`src/rtl/nic_pkg.sv`:
```
// Shared definitions for the NIC access sequencer:
// register map, FSM states and turn ownership.
package nic_pkg;

   localparam int NIC_DATA_W = 64;

   localparam logic [1:0] NIC_ADDR_IN_BUF   = 2'b00;
   localparam logic [1:0] NIC_ADDR_IN_STAT  = 2'b01;
   localparam logic [1:0] NIC_ADDR_OUT_BUF  = 2'b10;
   localparam logic [1:0] NIC_ADDR_OUT_STAT = 2'b11;

   typedef enum logic [2:0] {
      S_IDLE     = 3'd0,
      S_POLL_OUT = 3'd1,
      S_WRITE    = 3'd2,
      S_POLL_IN  = 3'd3,
      S_READ     = 3'd4
   } nic_state_e;

   typedef enum logic {
      G_RX = 1'b0,
      G_TX = 1'b1
   } nic_grant_e;

endpackage

```
`src/rtl/nic_tx_fifo.sv`:
```
// TX packet queue: synchronous FIFO, combinational head,
// pointers wrap modulo DEPTH (power of two).
module nic_tx_fifo
   import nic_pkg::*;
#(
   parameter int DATA_W = NIC_DATA_W,
   parameter int DEPTH  = 4
) (
   input  logic              clk,
   input  logic              reset,
   input  logic              i_push,
   input  logic [DATA_W-1:0] i_din,
   input  logic              i_pop,
   output logic              o_full,
   output logic              o_empty,
   output logic [DATA_W-1:0] o_head
);

   localparam int AW = $clog2(DEPTH);
   localparam int CW = AW + 1;

   logic [DATA_W-1:0] r_mem [DEPTH];
   logic [AW-1:0]     r_wr_ptr;
   logic [AW-1:0]     r_rd_ptr;
   logic [CW-1:0]     r_cnt;

   assign o_full  = (r_cnt == CW'(DEPTH));
   assign o_empty = (r_cnt == '0);
   assign o_head  = r_mem[r_rd_ptr];

   // storage array, written on push only
   always_ff @(posedge clk) begin
      if (i_push) r_mem[r_wr_ptr] <= i_din;
   end

   // pointers and occupancy; push+pop keeps the count
   always_ff @(posedge clk or posedge reset) begin
      if (reset) begin
         r_wr_ptr <= '0;
         r_rd_ptr <= '0;
         r_cnt    <= '0;
      end else begin
         if (i_push) r_wr_ptr <= r_wr_ptr + 1'b1;
         if (i_pop)  r_rd_ptr <= r_rd_ptr + 1'b1;
         unique case ({i_push, i_pop})
            2'b10:   r_cnt <= r_cnt + 1'b1;
            2'b01:   r_cnt <= r_cnt - 1'b1;
            default: r_cnt <= r_cnt;
         endcase
      end
   end

endmodule

```
`src/rtl/nic_access_ctrl.sv`:
```
// NIC register-port sequencer: round-robin TX/RX turns.
// Optional statistics counters: define NIC_CTRL_STATS_EN.
module nic_access_ctrl
   import nic_pkg::*;
#(
   parameter int DATA_W    = NIC_DATA_W,
   parameter int TXQ_DEPTH = 4,
   parameter int CNT_W     = 32
) (
   input  logic              clk,
   input  logic              reset,
   input  logic              tx_valid,
   input  logic [DATA_W-1:0] tx_data,
   output logic              tx_ready,
   output logic              rx_valid,
   output logic [DATA_W-1:0] rx_data,
   input  logic              rx_ready,
   output logic              nic_en,
   output logic              nic_wr_en,
   output logic [1:0]        nic_addr,
   output logic [DATA_W-1:0] nic_d_in,
   input  logic [DATA_W-1:0] nic_d_out,
   input  logic              nic_buff_en,
   output logic              busy
`ifdef NIC_CTRL_STATS_EN
   ,
   output logic [CNT_W-1:0]  tx_cnt,
   output logic [CNT_W-1:0]  rx_cnt
`endif
);

   if (TXQ_DEPTH < 2 || (TXQ_DEPTH & (TXQ_DEPTH - 1)) != 0
       || CNT_W < 1) begin : g_bad_param
      $error("nic_access_ctrl: illegal parameters");
   end

   nic_state_e        r_state;
   nic_state_e        w_next;
   nic_grant_e        r_last_grant;
   nic_grant_e        w_next_grant;
   logic              r_rx_valid;
   logic [DATA_W-1:0] r_rx_data;
   logic              w_push;
   logic              w_pop;
   logic              w_full;
   logic              w_empty;
   logic [DATA_W-1:0] w_head;
   logic              w_tx_elig;
   logic              w_rx_elig;

   assign tx_ready  = !w_full;
   assign w_push    = tx_valid && !w_full;
   assign w_pop     = (r_state == S_WRITE) && nic_buff_en;
   assign w_tx_elig = !w_empty;
   assign w_rx_elig = !r_rx_valid;
   assign rx_valid  = r_rx_valid;
   assign rx_data   = r_rx_data;
   assign busy      = (r_state != S_IDLE) || !w_empty
                    || r_rx_valid;

   nic_tx_fifo #(
      .DATA_W (DATA_W),
      .DEPTH  (TXQ_DEPTH)
   ) u_txq (
      .clk     (clk),
      .reset   (reset),
      .i_push  (w_push),
      .i_din   (tx_data),
      .i_pop   (w_pop),
      .o_full  (w_full),
      .o_empty (w_empty),
      .o_head  (w_head)
   );

   // state and turn-ownership registers
   always_ff @(posedge clk or posedge reset) begin
      if (reset) begin
         r_state      <= S_IDLE;
         r_last_grant <= G_RX;
      end else begin
         r_state      <= w_next;
         r_last_grant <= w_next_grant;
      end
   end

   // turn arbitration and access sequencing
   always_comb begin
      w_next       = r_state;
      w_next_grant = r_last_grant;
      unique case (r_state)
         S_IDLE: begin
            if (w_tx_elig &&
                (!w_rx_elig || r_last_grant == G_RX)) begin
               w_next       = S_POLL_OUT;
               w_next_grant = G_TX;
            end else if (w_rx_elig) begin
               w_next       = S_POLL_IN;
               w_next_grant = G_RX;
            end
         end
         S_POLL_OUT:
            w_next = nic_d_out[0] ? S_IDLE : S_WRITE;
         S_WRITE:
            w_next = S_IDLE;
         S_POLL_IN:
            w_next = nic_d_out[0] ? S_READ : S_IDLE;
         S_READ:
            w_next = S_IDLE;
         default:
            w_next = S_IDLE;
      endcase
   end

   // Moore decode of the NIC register port
   always_comb begin
      nic_en    = 1'b0;
      nic_wr_en = 1'b0;
      nic_addr  = 2'b00;
      nic_d_in  = '0;
      unique case (r_state)
         S_POLL_OUT: begin
            nic_en   = 1'b1;
            nic_addr = NIC_ADDR_OUT_STAT;
         end
         S_WRITE: begin
            nic_en    = 1'b1;
            nic_wr_en = 1'b1;
            nic_addr  = NIC_ADDR_OUT_BUF;
            nic_d_in  = w_head;
         end
         S_POLL_IN: begin
            nic_en   = 1'b1;
            nic_addr = NIC_ADDR_IN_STAT;
         end
         S_READ: begin
            nic_en   = 1'b1;
            nic_addr = NIC_ADDR_IN_BUF;
         end
         default: ;
      endcase
   end

   // received packet holding register
   always_ff @(posedge clk or posedge reset) begin
      if (reset) begin
         r_rx_valid <= 1'b0;
         r_rx_data  <= '0;
      end else if (r_state == S_READ) begin
         r_rx_valid <= 1'b1;
         r_rx_data  <= nic_d_out;
      end else if (r_rx_valid && rx_ready) begin
         r_rx_valid <= 1'b0;
      end
   end

`ifdef NIC_CTRL_STATS_EN
   logic [CNT_W-1:0] r_tx_cnt;
   logic [CNT_W-1:0] r_rx_cnt;

   assign tx_cnt = r_tx_cnt;
   assign rx_cnt = r_rx_cnt;

   // completed-transfer counters, free-running wrap
   always_ff @(posedge clk or posedge reset) begin
      if (reset) begin
         r_tx_cnt <= '0;
         r_rx_cnt <= '0;
      end else begin
         if (w_pop)              r_tx_cnt <= r_tx_cnt + 1'b1;
         if (r_state == S_READ)  r_rx_cnt <= r_rx_cnt + 1'b1;
      end
   end
`endif

endmodule

```
`config.mk`:
```
export PLATFORM = sky130hd
export DESIGN_NAME = nic_access_ctrl
export DESIGN_NICKNAME = d
export VERILOG_FILES = /design/src/rtl/nic_pkg.sv /design/src/rtl/nic_tx_fifo.sv /design/src/rtl/nic_access_ctrl.sv
export SDC_FILE = /design/constraint.sdc
export NUM_CORES = 1
export LEC_CHECK = 0
export ABC_AREA = 1
export CORE_MARGIN = 2
export CORE_UTILIZATION = 44
export CTS_CLUSTER_DIAMETER = 100
export CTS_CLUSTER_SIZE = 14
export DETAILED_ROUTE_END_ITERATION = 8
export PLACE_DENSITY = 0.68
export SETUP_SLACK_MARGIN = 0.4
export SLEW_MARGIN = 20
export SYNTH_ARGS = -nofsm -noshare
export SYNTH_HDL_FRONTEND = slang
export SYNTH_SLANG_ARGS = --single-unit
```
`constraint.sdc`:
```
create_clock -name clk -period 10.1 [get_ports clk]
set_input_delay 2.525 -clock clk [delete_from_list [all_inputs] [get_ports clk]]
set_output_delay 2.525 -clock clk [all_outputs]
set_load 0.05 [all_outputs]
```
* Yosys cells after proc, flatten, opt, wreduce, memory -nomap -nowiden
Memory sizes are Yosys's and may differ from the RTL's.
Index checks and enable logic that the tools add are counted.
** Operators by class
- Bitwise logic cells :: 1
- Equal/unequal tests :: 9
- Divide/modulo/power cells :: 0
- Multiply operators :: 0
- Mux-type cells :: 16
- Add/subtract/negate cells :: 4
- Magnitude comparators :: 0
- Reduce and logical (&&, ||, !) cells :: 16
- Shifts and indexed selects :: 0
** Operator list (number)
- 2-to-1 mux 64 bit :: 1
- 2-to-1 mux 3 bit :: 3
- case mux 3 bit (3 select lines) :: 1
- 2-to-1 mux 1 bit :: 8
- equality test 3 x 2 -> 1 bit, second input constant :: 2
- equality test 3 bit, second input constant :: 2
- logical NOT 3 bit :: 2
- case mux 2 bit (3 select lines) :: 1
- case mux 3 bit (2 select lines) :: 1
- adder 2 x 1 -> 2 bit, second input constant :: 2
- logical AND 1 bit :: 4
- nonzero test 2 bit :: 2
- OR reduction 4 bit :: 1
- adder 3 x 1 -> 3 bit, second input constant :: 1
- equality test 3 x 1 -> 1 bit, second input constant :: 1
- logical OR 1 bit :: 3
- inequality test 3 bit, second input constant :: 1
- nonzero test 3 bit :: 1
- subtractor 3 x 1 -> 3 bit, second input constant :: 1
- equality test 2 x 1 -> 1 bit, second input constant :: 1
- equality test 2 bit, second input constant :: 1
- logical NOT 1 bit :: 2
- 2-to-1 mux 2 bit :: 1
- inequality test 2 x 1 -> 1 bit, second input constant :: 1
- 2 further kinds :: 2
** Storage, ports and cells
- Bits in latches :: 0
- Bits in writable memories :: 256
- Output and inout port bits :: 135
- Memory bits (read-only) :: 0
- Input bits :: 133
- Register bits :: 76
- Logic and storage cells :: 54
- Memories :: 1
** Memories
- u_txq.r_mem :: depth 4, bits a word 64, rd ports 1, clocked after memory_dff 0, write ports 1, RTL line nic_tx_fifo.sv:22 : logic [DATA_W-1:0] r_mem [DEPTH];

* Logic depth before layout (Yosys ltp)
Gate-level depths: netlist (run 1).
- Word-level depth :: 5
- Depth in mapped cells :: 9

* By module
From an unflattened synthesis (run 1), not the netlist that was laid out.
** Second synthesis, totals
- Cell total of the unflattened synthesis :: 1252
- Area, all modules :: 14189.9 um2
** By module, submodules not included
- nic_tx_fifo :: instances 1, sequential area each 7862.5 um2, area each 10849.2 um2, cells each 797
- nic_access_ctrl :: instances 1, sequential area each 1726.7 um2, area each 3340.7 um2, cells each 455

* Worst setup path before layout (run 1)
No wires, ideal clock.
- Path kind :: in2reg
- Start :: input port tx_valid
- End :: memory u_txq.r_mem[0][0] in the netlist's numbering, enable pin
- Path slack :: 4270 ps
- Stages :: 2
- Data required time :: 9613 ps
- Arrival :: 5344 ps
- Setup time :: 487 ps
- Buffers on the path :: 0
- Cells stage by stage :: nand2_2 nor2_1
** Between the ends
- Cells in the longest elaborated chain, start to end :: 3
** RTL lines
- from (decl) :: RTL line nic_access_ctrl.sv:12 : input logic tx_valid,
- logical AND 1 bit :: RTL line nic_access_ctrl.sv:52 : assign w_push = tx_valid && !w_full;
- 2-to-1 mux 1 bit :: RTL line nic_tx_fifo.sv:33 : if (i_push) r_mem[r_wr_ptr] <= i_din;
- 2-to-1 mux 1 bit (not written as such) :: RTL line nic_tx_fifo.sv:33
- to (decl) :: RTL line nic_tx_fifo.sv:22
No other way between the ends.

* Worst setup path after layout (run 1)
- Start :: register u_txq.r_rd_ptr[0]
- End :: output port nic_d_in[34]
** Between the ends
- Cells in the longest elaborated chain, start to end :: 2
** RTL lines
- from (decl) :: RTL line nic_tx_fifo.sv:24 : logic [AW-1:0] r_rd_ptr;
- from (signal assigned) :: RTL line nic_tx_fifo.sv:44 : if (i_pop) r_rd_ptr <= r_rd_ptr + 1'b1;
- memory read (4 x 64 bit)
- 2-to-1 mux 64 bit :: RTL line nic_access_ctrl.sv:120 : unique case (r_state)
- to (decl) :: RTL line nic_access_ctrl.sv:21 : output logic [DATA_W-1:0] nic_d_in,
No other way between the ends.

==> results of run 1 <==
-- how the worst max path moves through the flow --
stage	from	endpoint	slack, ns	cells past startpoint
5_1_grt	u_txq.r_rd_ptr[0]	nic_d_in[25]	3.31	7
6_report	u_txq.r_rd_ptr[0]	nic_d_in[34]	3.58	7
2_1_floorplan	tx_valid	u_txq.r_mem[0][0]	4.27	2
3_3_place_gp	u_txq.r_rd_ptr[0]	nic_d_in[25]	4.15	7
4_1_cts	u_txq.r_rd_ptr[0]	nic_d_in[34]	3.52	7
3_5_place_dp	u_txq.r_rd_ptr[0]	nic_d_in[34]	4.11	7
-- cell type report --
| class | instances | area, sq um | share of cell area |
|---|---|---|---|
| Multi-Input combinational cell | 756 | 3260 | 0.192 |
| Clock buffer | 47 | 751 | 0.0441 |
| Timing Repair Buffer | 280 | 2800 | 0.165 |
| Clock inverter | 2 | 38.8 | 0.00228 |
| Tap cell | 390 | 488 | 0.0287 |
| Antenna cell | 1 | 2.50 | 0.000147 |
| Inverter | 22 | 86.3 | 0.00507 |
| Sequential cell | 332 | 9590 | 0.563 |
-- cells by family after synthesis --
| family | share of synthesized area |
|---|---|
| xor gates and xnor gates | 0.00264 |
| adders and majority gates | 0.00622 |
| DFF | 0.723 |
| AOI/OAI and AO/OA | 0.0531 |
| buffers and inverters | 0.0349 |
| and+or+nand+nor | 0.180 |
-- state kept, by name, indices dropped and copies added (netlist names) --
signal,cells
r_last_grant,1
r_state,3
rx_data,64
rx_valid,1
u_txq.r_cnt,3
u_txq.r_mem,256
u_txq.r_rd_ptr,2
u_txq.r_wr_ptr,2
-- Yosys cell counts, drive strengths merged --
master and instances:
nand4 1, ha 5, buf 50, o21ai 68, nand3 69, nor2 139
inv 21, xnor2 1, xor2 3, dfrtp 76, clkinv 1, edfxtp 256
fa 1, clkbuf 21, a21oi 66, nand2 403
-- metal layers --
metal,track usage,vias to the layer above,routed length [um]
li1,-,4425,-
met1,0.242,4283,12400
met2,0.311,278,14200
met3,0.0566,31,2810
met4,0.0389,0,471
met5,0,-,0
-- worst min-delay path: stages (launching register included) --
cell and delay (ns):
dfrtp_1 0.34, nand2_1 0.05, nand2_1 0.04
-- power breakdown --
part	total [mW]	leakage, nW	switching (mW)	internal [mW]
registers	2.02	3.24	0.165	1.86
clock network	0.976	0.375	0.448	0.527
logic	2.42	2.98	1.71	0.706
total	5.41	6.59	2.32	3.09
==> reports/results.txt, run 1 <==
Maxcap violations = 0
Layout cells sized above 1 = 0.0445
Top delay family on crit path = buffers and inverters
Yosys top cell area share = 0.579
Sequential cell area fraction in the yosys report = 0.723
Synth Register Bits = 332
Unrepaired setup endpoints after global routing = no
First DRT Iteration DRCs = 565
CP Capture Type = output pin
Worst hold path class = reg2reg
First-pass GRT wire length = 46.1 mm
Vias = 9017
CORE AREA = 29600 sq um
Hold endpoint = rx_data[5]
Reg-to-Reg End = u_txq.r_cnt[2]
CP max-delay cell = clkdlybuf4s50_1
Full die area = 31600 sq um
Clock sinks = 332
HPWL Detailed = 17.2 mm
CTS tree = built
# port buffers = 267
Synthesis Warnings = 0
Setup-failing EPs final = 0
Hold_sp = rx_data[5]
Worst reg2reg path depth = 9
Crit Path Max Fanout = 78
Worst hold margin = 0.467 ns
Initial Util = 0.448
Number of H-tree levels = 1
Fin nets = 1558
Setup crit start kind = flop
Vias in the first global route = 8720
F_max = 0.153 GHz
Placed cell area = 16200 sq um
Grt ovf = 0
Critical path class = reg2out
Final hold violations = 0
Chip height = 178 um
Most common cell after layout, fill and taps aside = nand2_1
Layout area overhead = 28.3%
Arrival @ worst endpoint = 3.99 ns
Detailed Route WL = 29.9 mm
Critical Path Max Stage Delay = 0.84 ns
Skew-Pair Late Insertion Delay = 0.54 ns
CTS Buf Count = 27
Final Cycle Share = 0.645
DRC = 0
Pwr Total = 5.41 mW
DR vias/cell = 4.93
Clock Path Buffers = 3
DIE WIDTH = 178 um
WP data required = 7.58 ns
Largest net degree at the start of global routing = 99
Hold Path Stages = 2
R2R Setup Slk = 7.15 ns
Clk_skew = 0.0238 ns
Drt pass-1 iters = 7
Setup ws final = 3.58 ns
Static Leak = 6.59 nW
Hold buffer count at cts = 0
Root Driver = clkbuf_16
Post-Syn Area per Cell = 11.2 sq um
Worst vdd ir = 0.258 mV
Post-route minimum period = 6.52 ns
Synth unique cells = 25
GRT Util Overall = 0.187
Fin area = 17000 sq um
Pre-CTS setup slack = 4.11 ns
Post-synthesis cell area = 13300 sq um
Most used cell, CP = nand2_1
Gate Count Post-Synth = 1181
Origin of the critical flop-to-flop path = r_state[2]
CTS-repair resized insts = 0
I/O pin count = 268
CTS clk-pin slew, worst paths = 0.06 ns
Synth area leaders = edfxtp_1 (58%), dfrtp_1 (14%), nand2_1 (11%)
Cell taking the most area after synthesis = edfxtp_1
Post-route insts no fill = 1830
Status = finished clean
Pin slew with the least headroom to its limit = 1.04 ns
PD cells = 318 nW/um^2
Slew Viols, Final = 0
Rows = 63
FILL cells = 2450
Relative slew slack = 0.306
Buf/Inv on CP = 3
Post-Syn Nets = 1320
Most frequent cells in the layout = nand2_1 (401), clkdlybuf4s50_1 (267), edfxtp_1 (256)
Post-CTS setup buffer count = 0
Initial antenna violation count = 0
Post-route setup TNS = 0 ns
Final ANT Viol Nets = 0
Post-layout util = 0.574
Placed cells = 1778
Routed len/inst = 16.3 um
GP Congestion = 0.751
Critical-path cell list = clkinv_2 -> buf_4 -> nand2_1 -> nand2_1 -> nand2_1 -> a21oi_1 -> clkdlybuf4s50_1
(Power assumes the default switching activity.)
==> run 2, diff against run 1 <==
--- a/config.mk
+++ b/config.mk
@@ -11,7 +11,7 @@
 export CTS_CLUSTER_DIAMETER = 100
 export CTS_CLUSTER_SIZE = 14
 export DETAILED_ROUTE_END_ITERATION = 8
-export PLACE_DENSITY = 0.68
+export PLACE_DENSITY = 0.71
 export SETUP_SLACK_MARGIN = 0.4
 export SLEW_MARGIN = 20
 export SYNTH_ARGS = -nofsm -noshare
==> constraint.sdc (replaced) <==
create_clock -name clk -period 5.2 [get_ports clk]
set_input_delay 1.3 -clock clk [delete_from_list [all_inputs] [get_ports clk]]
set_output_delay 1.3 -clock clk [all_outputs]
set_load 0.05 [all_outputs]
==> reports/results.txt, run 2 (same netlist as run 1, synthesis figures left out) <==
Status = finished clean
Fin area = 17100 sq um (+0.23%)
Setup-failing EPs final = 0 (unchanged)
Chip height = 178 um (unchanged)
Critical Path Max Stage Delay = 0.86 ns (+0.02 ns)
Drt pass-1 iters = 5 (-2)
Largest net degree at the start of global routing = 105 (+6.1%)
Top delay family on crit path = buffers and inverters
F_max = 0.220 GHz
Clock Path Buffers = 3 (unchanged)
Most common cell after layout, fill and taps aside = nand2_1
WP data required = 3.90 ns (-3.68 ns)
Post-route setup TNS = 0 ns (unchanged)
CTS Buf Count = 27 (unchanged)
HPWL Detailed = 18.5 mm (+7.7%)
Placed cell area = 16300 sq um (+0.54%)
CTS tree = built
Max reg flops = 256 (unchanged)
DIE WIDTH = 178 um (unchanged)
Worst hold margin = 0.473 ns (+0.00669 ns)
Fin nets = 1561 (+0.19%)
DR vias/cell = 5.00 (+1.5%)
Relative slew slack = 0.341 (+0.0347)
I/O pin count = 268 (unchanged)
CP Capture Type = output pin
Post-route minimum period = 4.54 ns
Root Driver = clkbuf_16
DRC = 0 (unchanged)
Critical path class = reg2out
Final Cycle Share = 0.873
Initial antenna violation count = 1 (+1)
Grt ovf = 0 (unchanged)
Maxcap violations = 0 (unchanged)
Slew Viols, Final = 0 (unchanged)
Pin slew with the least headroom to its limit = 0.989 ns (-0.0521 ns)
Routed len/inst = 16.6 um (+1.8%)
First-pass GRT wire length = 48.1 mm (+4.3%)
Largest Register = u_txq.r_mem
First DRT Iteration DRCs = 667 (+18%)
Setup crit start kind = flop
CP max-delay cell = clkdlybuf4s50_1
PD cells = 618 nW/um^2 (+94%)
CTS-repair resized insts = 0 (unchanged)
CTS clk-pin slew, worst paths = 0.07 ns (about the same)
Crit Path Max Fanout = 41 (-47%)
Rows = 63 (unchanged)
Full die area = 31600 sq um (unchanged)
Critical-path cell list = inv_4 -> buf_4 -> nand2_1 -> nand2_1 -> nand2_1 -> a21oi_1 -> clkdlybuf4s50_1
Arrival @ worst endpoint = 3.24 ns (-0.75 ns)
Vias in the first global route = 9231 (+5.9%)
Most used cell, CP = nand2_1
Final ANT Viol Nets = 0 (unchanged)
Hold buffer count at cts = 0 (unchanged)
Number of H-tree levels = 1 (unchanged)
Most frequent cells in the layout = nand2_1 (401), clkdlybuf4s50_1 (267), edfxtp_1 (256)
Vias = 9173 (+1.7%)
Clk_skew = 0.0169 ns (-0.00687 ns)
Layout area overhead = 28.6%
Static Leak = 6.60 nW (+0.21%)
FILL cells = 2466 (+0.65%)
Buf/Inv on CP = 3 (unchanged)
GP Congestion = 0.754 (+0.47%)
Initial Util = 0.448 (unchanged)
Layout cells sized above 1 = 0.0458 (+0.00129)
# port buffers = 267 (unchanged)
Final hold violations = 0 (unchanged)
Unrepaired setup endpoints after global routing = no
CORE AREA = 29600 sq um (unchanged)
Clock sinks = 332 (unchanged)
Worst vdd ir = 0.481 mV (+87%)
GRT Util Overall = 0.193 (+0.00635)
Post-CTS setup buffer count = 0 (unchanged)
Worst hold path class = reg2reg
Detailed Route WL = 30.5 mm (+2.0%)
Skew-Pair Late Insertion Delay = 0.53 ns (about the same)
-- run 2: cell types whose count changed in the layout (fill, tap and decap cells not counted) --
cell / delta
clkbuf_1: +1
clkinv_2: -1
buf_4: +1
inv_4: +1
buf_16: -1
diode_2: +1
buf_12: +3
inv_6: -1
-- run 2: worst paths after layout --
kind / cells after the start / endpoint / slack, ns / startpoint
min in group asynchronous: 2 / rx_data[38] / 1.32 / reset
worst max register to register: 9 / u_txq.r_cnt[2] / 2.59 / r_state[2]
worst min register to register: 2 / rx_data[52] / 0.47 / rx_data[52]
worst min-delay path: 2 / rx_data[52] / 0.47 / rx_data[52]
worst max-delay path: 7 / nic_d_in[12] / 0.66 / u_txq.r_rd_ptr[0]
max in group asynchronous: 3 / r_last_grant / 3.07 / reset
-- run 2: through the flow --
stage	total power [mW]	instances	util	setup WS [ns]
floorplan	7.23	1181	-	0.595
CTS	10.7	1832	0.576	0.501
global placement	8.68	1783	0.549	1.12
detailed placement	8.74	1783	0.549	1.09
finish	10.5	1834	0.576	0.661
global route	11.2	1833	0.576	0.483
-- run 2: final cells by class --
type / instances / area (sq um) / share of cell area
clock buffer: 48 / 754 / 0.0442
timing repair buffer: 283 / 2840 / 0.167
antenna: 2 / 5.00 / 0.000293
clock inverter: 1 / 30.0 / 0.00176
sequential: 332 / 9590 / 0.562
tap: 390 / 488 / 0.0286
multi-input combinational: 756 / 3260 / 0.191
inverter: 22 / 87.6 / 0.00513
-- run 2: worst min-delay path, stage by stage (launching register included) --
cell and delay (ns):
dfrtp_1 0.35, nand2_1 0.05, nand2_1 0.04
-- run 2: metal layers --
metal	routed length, um	track usage	up-vias
met3	3010	0.0636	54
met2	14600	0.322	346
li1	-	-	4434
met1	12200	0.240	4339
met4	679	0.0543	0
met5	0	0	-
-- run 2: where the power goes --
group	switching (mW)	internal [mW]	leakage (nW)	total (mW)
registers	0.310	3.60	3.24	3.91
clock network	0.857	1.02	0.372	1.88
logic	3.35	1.39	2.99	4.75
total	4.52	6.02	6.60	10.5
